File: src/rtl/instr_fetch_ctrl.sv
// Instruction fetch controller: walks a flat instruction memory and
// feeds a small prefetch FIFO, with redirect flush and end-of-program stop.
module instr_fetch_ctrl #(
    parameter int          DEPTH      = 2,
    parameter int          IMEM_WORDS = 32,
    parameter logic [31:0] RESET_PC   = 32'h0
) (
    input  logic        clk_i,
    input  logic        rst_i,
    output logic [31:0] imem_addr_o,
    input  logic [31:0] imem_instr_i,
    input  logic        redirect_i,
    input  logic [31:0] redirect_pc_i,
    input  logic        ready_i,
    output logic        valid_o,
    output logic [31:0] instr_o,
    output logic [31:0] pc_o,
    output logic        done_o,
    output logic [15:0] fetch_cnt_o
);

    localparam int PW = (DEPTH > 1) ? $clog2(DEPTH) : 1;
    localparam int CW = PW + 1;
    localparam logic [32:0] LIMIT = 33'(IMEM_WORDS * 4);
    localparam logic [CW-1:0] FULL = CW'(DEPTH);

    typedef enum logic {
        FETCH,
        DONE
    } state_t;

    state_t        state;
    logic [31:0]   fpc;
    logic [31:0]   pc_q    [DEPTH];
    logic [31:0]   instr_q [DEPTH];
    logic [PW-1:0] head;
    logic [PW-1:0] tail;
    logic [CW-1:0] count;
    logic [15:0]   fetch_cnt;

    logic pop;
    logic push;
    logic in_range;
    logic at_end;

    assign imem_addr_o = fpc;
    assign fetch_cnt_o = fetch_cnt;

    assign valid_o = (count != '0);
    assign instr_o = valid_o ? instr_q[head] : 32'h0;
    assign pc_o    = valid_o ? pc_q[head] : 32'h0;
    assign done_o  = (state == DONE) && (count == '0);

    assign pop      = valid_o && ready_i;
    assign in_range = ({1'b0, fpc} < LIMIT);
    // End of program is judged on the memory alone, independent of FIFO room.
    assign at_end   = !in_range || (imem_instr_i == 32'h0);

    assign push = (state == FETCH) && !redirect_i && !at_end
                  && ((count < FULL) || pop);

    always_ff @(posedge clk_i) begin
        if (rst_i) begin
            state     <= FETCH;
            fpc       <= RESET_PC & ~32'h3;
            head      <= '0;
            tail      <= '0;
            count     <= '0;
            fetch_cnt <= '0;
        end else if (redirect_i) begin
            state <= FETCH;
            fpc   <= redirect_pc_i & ~32'h3;
            head  <= '0;
            tail  <= '0;
            count <= '0;
        end else begin
            if (push) begin
                pc_q[tail]    <= fpc;
                instr_q[tail] <= imem_instr_i;
                tail          <= tail + 1'b1;
                fpc           <= fpc + 32'd4;
                if (fetch_cnt != 16'hFFFF) begin
                    fetch_cnt <= fetch_cnt + 16'd1;
                end
            end
            if (pop) begin
                head <= head + 1'b1;
            end
            if (push && !pop) begin
                count <= count + 1'b1;
            end else if (pop && !push) begin
                count <= count - 1'b1;
            end
            if (state == FETCH && at_end) begin
                state <= DONE;
            end
        end
    end

endmodule

File: config.mk
export PLATFORM = sky130hd
export DESIGN_NAME = instr_fetch_ctrl
export DESIGN_NICKNAME = d
export VERILOG_FILES = /design/src/rtl/instr_fetch_ctrl.sv
export SDC_FILE = /design/constraint.sdc
export NUM_CORES = 1
export LEC_CHECK = 0
export ABC_AREA = 0
export CAP_MARGIN = 20
export CORE_ASPECT_RATIO = 1.1
export CORE_MARGIN = 8
export CORE_UTILIZATION = 38
export CTS_CLUSTER_SIZE = 8
export DETAILED_ROUTE_END_ITERATION = 8
export PLACE_DENSITY_LB_ADDON = 0.25
export SYNTH_ARGS = -nofsm -noshare
export SYNTH_HDL_FRONTEND = slang
export SYNTH_SLANG_ARGS = --single-unit
File: constraint.sdc
create_clock -name clk_i -period 7.6 [get_ports clk_i]
set_input_delay 1.52 -clock clk_i [delete_from_list [all_inputs] [get_ports clk_i]]
set_output_delay 1.52 -clock clk_i [all_outputs]
set_load 0.03 [all_outputs]
Yosys cells after proc, flatten, opt, wreduce, memory -nomap -nowiden
Memories as Yosys holds them, arrays and structs flattened. A register that Yosys moved wholly into a read port is not among the register bits.
Cells that the tools add are included.
- add/sub/neg operators: 6
- magnitude comparators: 2
- equality and inequality tests: 1
- multiplexer cells: 14
- bitwise gates (word level): 2
- reductions and logical operators: 22
- operators by type and width (kind ; count):
    32-bit 2-to-1 mux ; 4
    32-bit by 3-bit adder with 32-bit output (second input constant) ; 1
    32-bit logical NOT ; 1
    32-bit by 8-bit < comparator with 1-bit output (second input constant) ; 1
    16-bit by 1-bit adder with 16-bit output (second input constant) ; 1
    16-bit inequality test (second input constant) ; 1
    1-bit logical AND ; 8
    1-bit 2-to-1 mux ; 8
    2-bit nonzero test ; 3
    1-bit logical NOT ; 5
    2-bit 2-to-1 mux ; 2
    3-bit AND reduction ; 1
    1-bit adder (second input constant) ; 2
    2-bit by 1-bit adder with 2-bit output (second input constant) ; 1
    2-bit logical NOT ; 1
    1-bit logical OR ; 2
    2-bit < comparator (second input constant) ; 1
    1-bit inverter ; 2
    2-bit OR reduction ; 1
    2-bit by 1-bit subtractor with 2-bit output (second input constant) ; 1
- bits in registers: 53
- bits in writable memories: 128
- input port bits: 68
- output and inout port bits: 114
- word-level logic and storage cells: 56
- memories: 2
- memory list (memory ; depth ; width ; rd ports ; clocked after Yosys merged registers in ; write ports ; line ; text):
    instr_q ; 2 ; 32 ; 1 ; 1 ; 1 ; 35 ; logic [31:0] instr_q [DEPTH];
    pc_q ; 2 ; 32 ; 1 ; 1 ; 1 ; 34 ; logic [31:0] pc_q [DEPTH];

Depth between registers and ports, before layout
- depth in word-level cells: 10
- gate-level depth with buffers: 8
- mapped depth without buffers: 8

Worst setup path after synthesis
Ideal clock, no wire load.
- path type: input-to-reg
- from: in redirect_i
- to: mem instr_q[1][0] (enable)
- library setup time: 0.571 ns
- data arrival time: 6.996 ns
- data required time: 7.029 ns
- setup slack: 0.033 ns
- stages: 6
- path buffers: 3
- path through: clkbuf_1 > nor3b_2 > o2111ai_4 > clkbuf_1 > buf_2 > nor3b_1
- word-level cells in the longest chain between the ends: 8
- ends and longest elaborated chain (element ; line ; text):
    from (decl) ; 12 ; input logic redirect_i,
    1-bit logical NOT ; 59 ; assign push = (state == FETCH) && !redirect_i && !at_end
    1-bit logical AND (2 in series) ; 59 ;
    1-bit logical AND ; 60 ; && ((count < FULL) || pop);
    1-bit 2-to-1 mux ; 77 ; if (push) begin
    1-bit 2-to-1 mux (*) ; 70 ; end else if (redirect_i) begin
    1-bit 2-to-1 mux (*) ; 63 ; if (rst_i) begin
    1-bit 2-to-1 mux (implied by the code) (*) ; 79 ; instr_q[tail] <= imem_instr_i;
    to (decl) ; 35 ;
Every way passes the cells marked *; elsewhere a longest branch is shown, timed or not.

Final worst setup path
- from: in imem_instr_i[24]
- to: reg fpc[25] (netlist: imem_addr_o[25])
- word-level cells in the longest chain between the ends: 6
- ends and longest elaborated chain (element ; line ; text):
    from (decl) ; 11 ; input logic [31:0] imem_instr_i,
    32-bit logical NOT ; 57 ; assign at_end = !in_range || (imem_instr_i == 32'h0);
    1-bit logical OR ; 57 ;
    1-bit logical NOT ; 59 ;
    1-bit logical AND ; 59 ;
    1-bit logical AND ; 60 ;
    named net push ; 42 ; logic push;
    2-bit nonzero test (no line) ; - ;
    to (signal assigned) ; 65 ; fpc <= RESET_PC & ~32'h3;
    to (signal assigned) ; 72 ; fpc <= redirect_pc_i & ~32'h3;
    to (signal assigned) ; 81 ; fpc <= fpc + 32'd4;
    to (decl) ; 33 ; logic [31:0] fpc;
The timed path passes the listed nets, and every way through them passes these cells.
A chain may end at the register's enable or synchronous reset.

==> results.toml <==
[worst_setup_path]
reg2reg_depth = 6
critical_path_class = "in2reg"
slowest_delay_ns = 0.95
cp.depth = 7
crit_start = "imem_instr_i[24]"
crit_family = "simple AND/OR/NAND/NOR gates"
cp-endpoint = "imem_addr_o[25]"
end_kind = "flip-flop"
start_kind = "input port"
cp.buffers_inverters = 2
crit_arrival_ns = 5.42
crit_path_cell_trace = "clkdlybuf4s50_1, nor4_1, nand4_1, o2111ai_4, clkinv_1, nor2_2, a22o_1"
crit_path_max_fanout = 40
regToRegSetupSlack_ns = 4.47
rr_startpoint = "imem_addr_o[9]"
r2r-end = "imem_addr_o[25]"
worst_ep_required_time_ns = 7.96
slowest_stage = "nor2_2"

[grt]
grt_max_degree = 63
track_usage_pct = 14.62
grt_pass1_vias = 4823
grt_pass1_wl_um = 26210
grt_antenna_before_repair = 0
overflow = 0

[yosys]
synth-main-ff-cell = "edfxtp_1"
synth.distinct_cells = 45
ys_async_sr_fraction_pct = 0
seq_area_frac_synth_pct = 68.24
synth_edf_count = 124
synth-seq-cells = 176
syn_inst = 513
syn-cell-area_mm2 = 0.006982
yosys_warnings = 0
postSynthAreaPerCell_um2 = 13.61

[timing]
slew_headroom_pct = 31.71
hold_viol_final = 0
worst_hold_slack_ns = 0.5132
worst_pin_slew_ns = 1.023
fin_setup_tns_ns = 0
clock.fmax_mhz = 197.7
slew_viol_final = 0
rsz0062_at_grt = "no"
layout_setup_ws_ns = 2.542
finClkSkew_ns = 0.01014
fin_crit_ns = 5.058
finalSetupViolCount = 0
fin_crit_sh_pct = 66.55

[floorplanning]
row_count = 52
ioPinCount = 182
start_util_pct = 38.32
fp.coreArea_mm2 = 0.01822
die_w_um = 145.2
die_h_um = 158.2
die_area_mm2 = 0.02297

[placement]
place_congestion = 0.7413
pre_cts_ws_ns = 2.008
dpl_cell_area_mm2 = 0.008980
io_buffers = 175
placed_cells_incl_taps = 909
dpl.hpwl_um = 11570

[route]
post_drt_wl_per_cell_um = 17.98
drc = 0
routed_wl_um = 16940
vias = 4755
ant_nets = 0
drt_iter0_drc = 175
first_pass_iters = 4
drt-vias-per-instance = 5.048

[clocking]
cts_tree = "built"
path_clk_slew_ns = 0.07
cts_resized = 0
cts_root_buffer = "clkbuf_16"
cts_buffers = 17
cts_hold_buf = 0
ctsHtreeMaxLevel = 4
postCtsSetupBuffers = 0
clockBufferDepth = 2
clk-insertion-delay-late_ns = 0.42
cts_sinks = 176

[power]
power_leakage_nw = 3.081
ir_worst_vdd_mv = 0.1447
p_per_area_mw_per_mm2 = 215.2

[final_layout]
multi_input_area_mm2 = 0.002085
fin_nets = 757
final_cells = 942
ff_latch_area_mm2 = 0.004768
drive_above_1_share_pct = 7.439
antenna_cells = 0
final_area_mm2 = 0.009614
fillerInstances = 1545
area_delta_synth_final_pct = 37.71

[min_path]
min_path_type = "reg2reg"

[run_status]
status = "finished clean"

[run]
maxCapViolations = 0
-- worst register-to-register path: stages (launching register included) --
cell,delay (ns)
dfxtp_1,0.45
nor4_1,0.11
and4_1,0.25
o2111ai_4,0.42
clkinv_1,0.62
nor2_2,0.95
a22o_1,0.28
-- cell usage in the layout (no fill, tap or decap), drive strengths merged, types with 12 or more instances in the layout --
master and n:
nor4 13, dfxtp 52, mux2i 66, or4 12, a22o 22, edfxtp 124
clkdlybuf4s50 175, clkbuf 18, a21oi 18, nor2 78
-- stage by stage --
step           total power, W  util [%]
6_report             0.002069     52.77
5_1_grt              0.002139     52.77
4_1_cts              0.002092     52.62
3_5_place_dp         0.001201     49.29
3_3_place_gp         0.001198     49.29
2_1_floorplan        0.001126         -
-- how the worst min path moves through the flow --
stage                            to  depth (start not counted)             from
floorplan                  count[1]                          2         count[1]
global placement     fetch_cnt_o[9]                          2   fetch_cnt_o[9]
detailed placement      pc_q[0][26]                          0  imem_addr_o[26]
CTS                 fetch_cnt_o[15]                          2  fetch_cnt_o[15]
global route            pc_q[1][24]                          0  imem_addr_o[24]
finish                    flip-flop                          2             head
-- cell families after synthesis --
family,Yosys count,synth area share [%]
flops,176,68.24
simple gates,160,11.76
mux,68,9.785
compound gates,64,6.738
buf+inv,37,2.383
xor+xnor,4,0.5019
fa+ha+maj,3,0.5377
other cells,1,0.05371
-- Yosys cell counts (4+ instances only) --
library cell  count  share of area (%)
a21oi_1          18                1.3
a22o_1           22                2.8
and4_1            4               0.50
buf_2             4               0.29
buf_4             4               0.43
clkbuf_1         20                1.1
dfxtp_1          52                 15
edfxtp_1        124                 53
inv_1             4               0.21
mux2i_1          66                9.5
nand2_1          11               0.59
nand3_1           7               0.50
nand3b_1          4               0.43
nand4_1           5               0.45
nor2_1           77                4.1
nor2b_1           7               0.63
nor4_1           13                1.2
o21ai_0           5               0.36
o31ai_1          11                1.2
or3_1             6               0.54
or4_1            10                1.1
-- registers in the layout, summed over array words and instances, names as in the netlist, named ones only --
name and flops:
state 1, fetch_cnt_o 16, count 2, pc_q 60, head 1, tail 1
imem_addr_o 30, instr_q 64
-- final cells by class --
class	count	area share, %
sequential	176	49.60
multi-input combinational	303	21.68
timing repair buffer	183	19.05
clock buffer	18	4.464
tap	243	3.162
clock inverter	14	1.848
inverter	5	0.1952
-- routing by layer --
layer	part of all wire (%)	routed length, um	global-route usage (%)
met5	0	0	0
met3	6.3	1067	4.860
met2	49	8308	24.67
met4	1.0	173	5.308
met1	44	7387	17.17
-- report_power, final --
group          total [W]  internal, W  switching [W]
logic           0.000129    0.0000643      0.0000644
registers        0.00105      0.00104      0.0000145
clock network   0.000890     0.000523       0.000367
No activity file was read; power rests on OpenSTA's default activity.
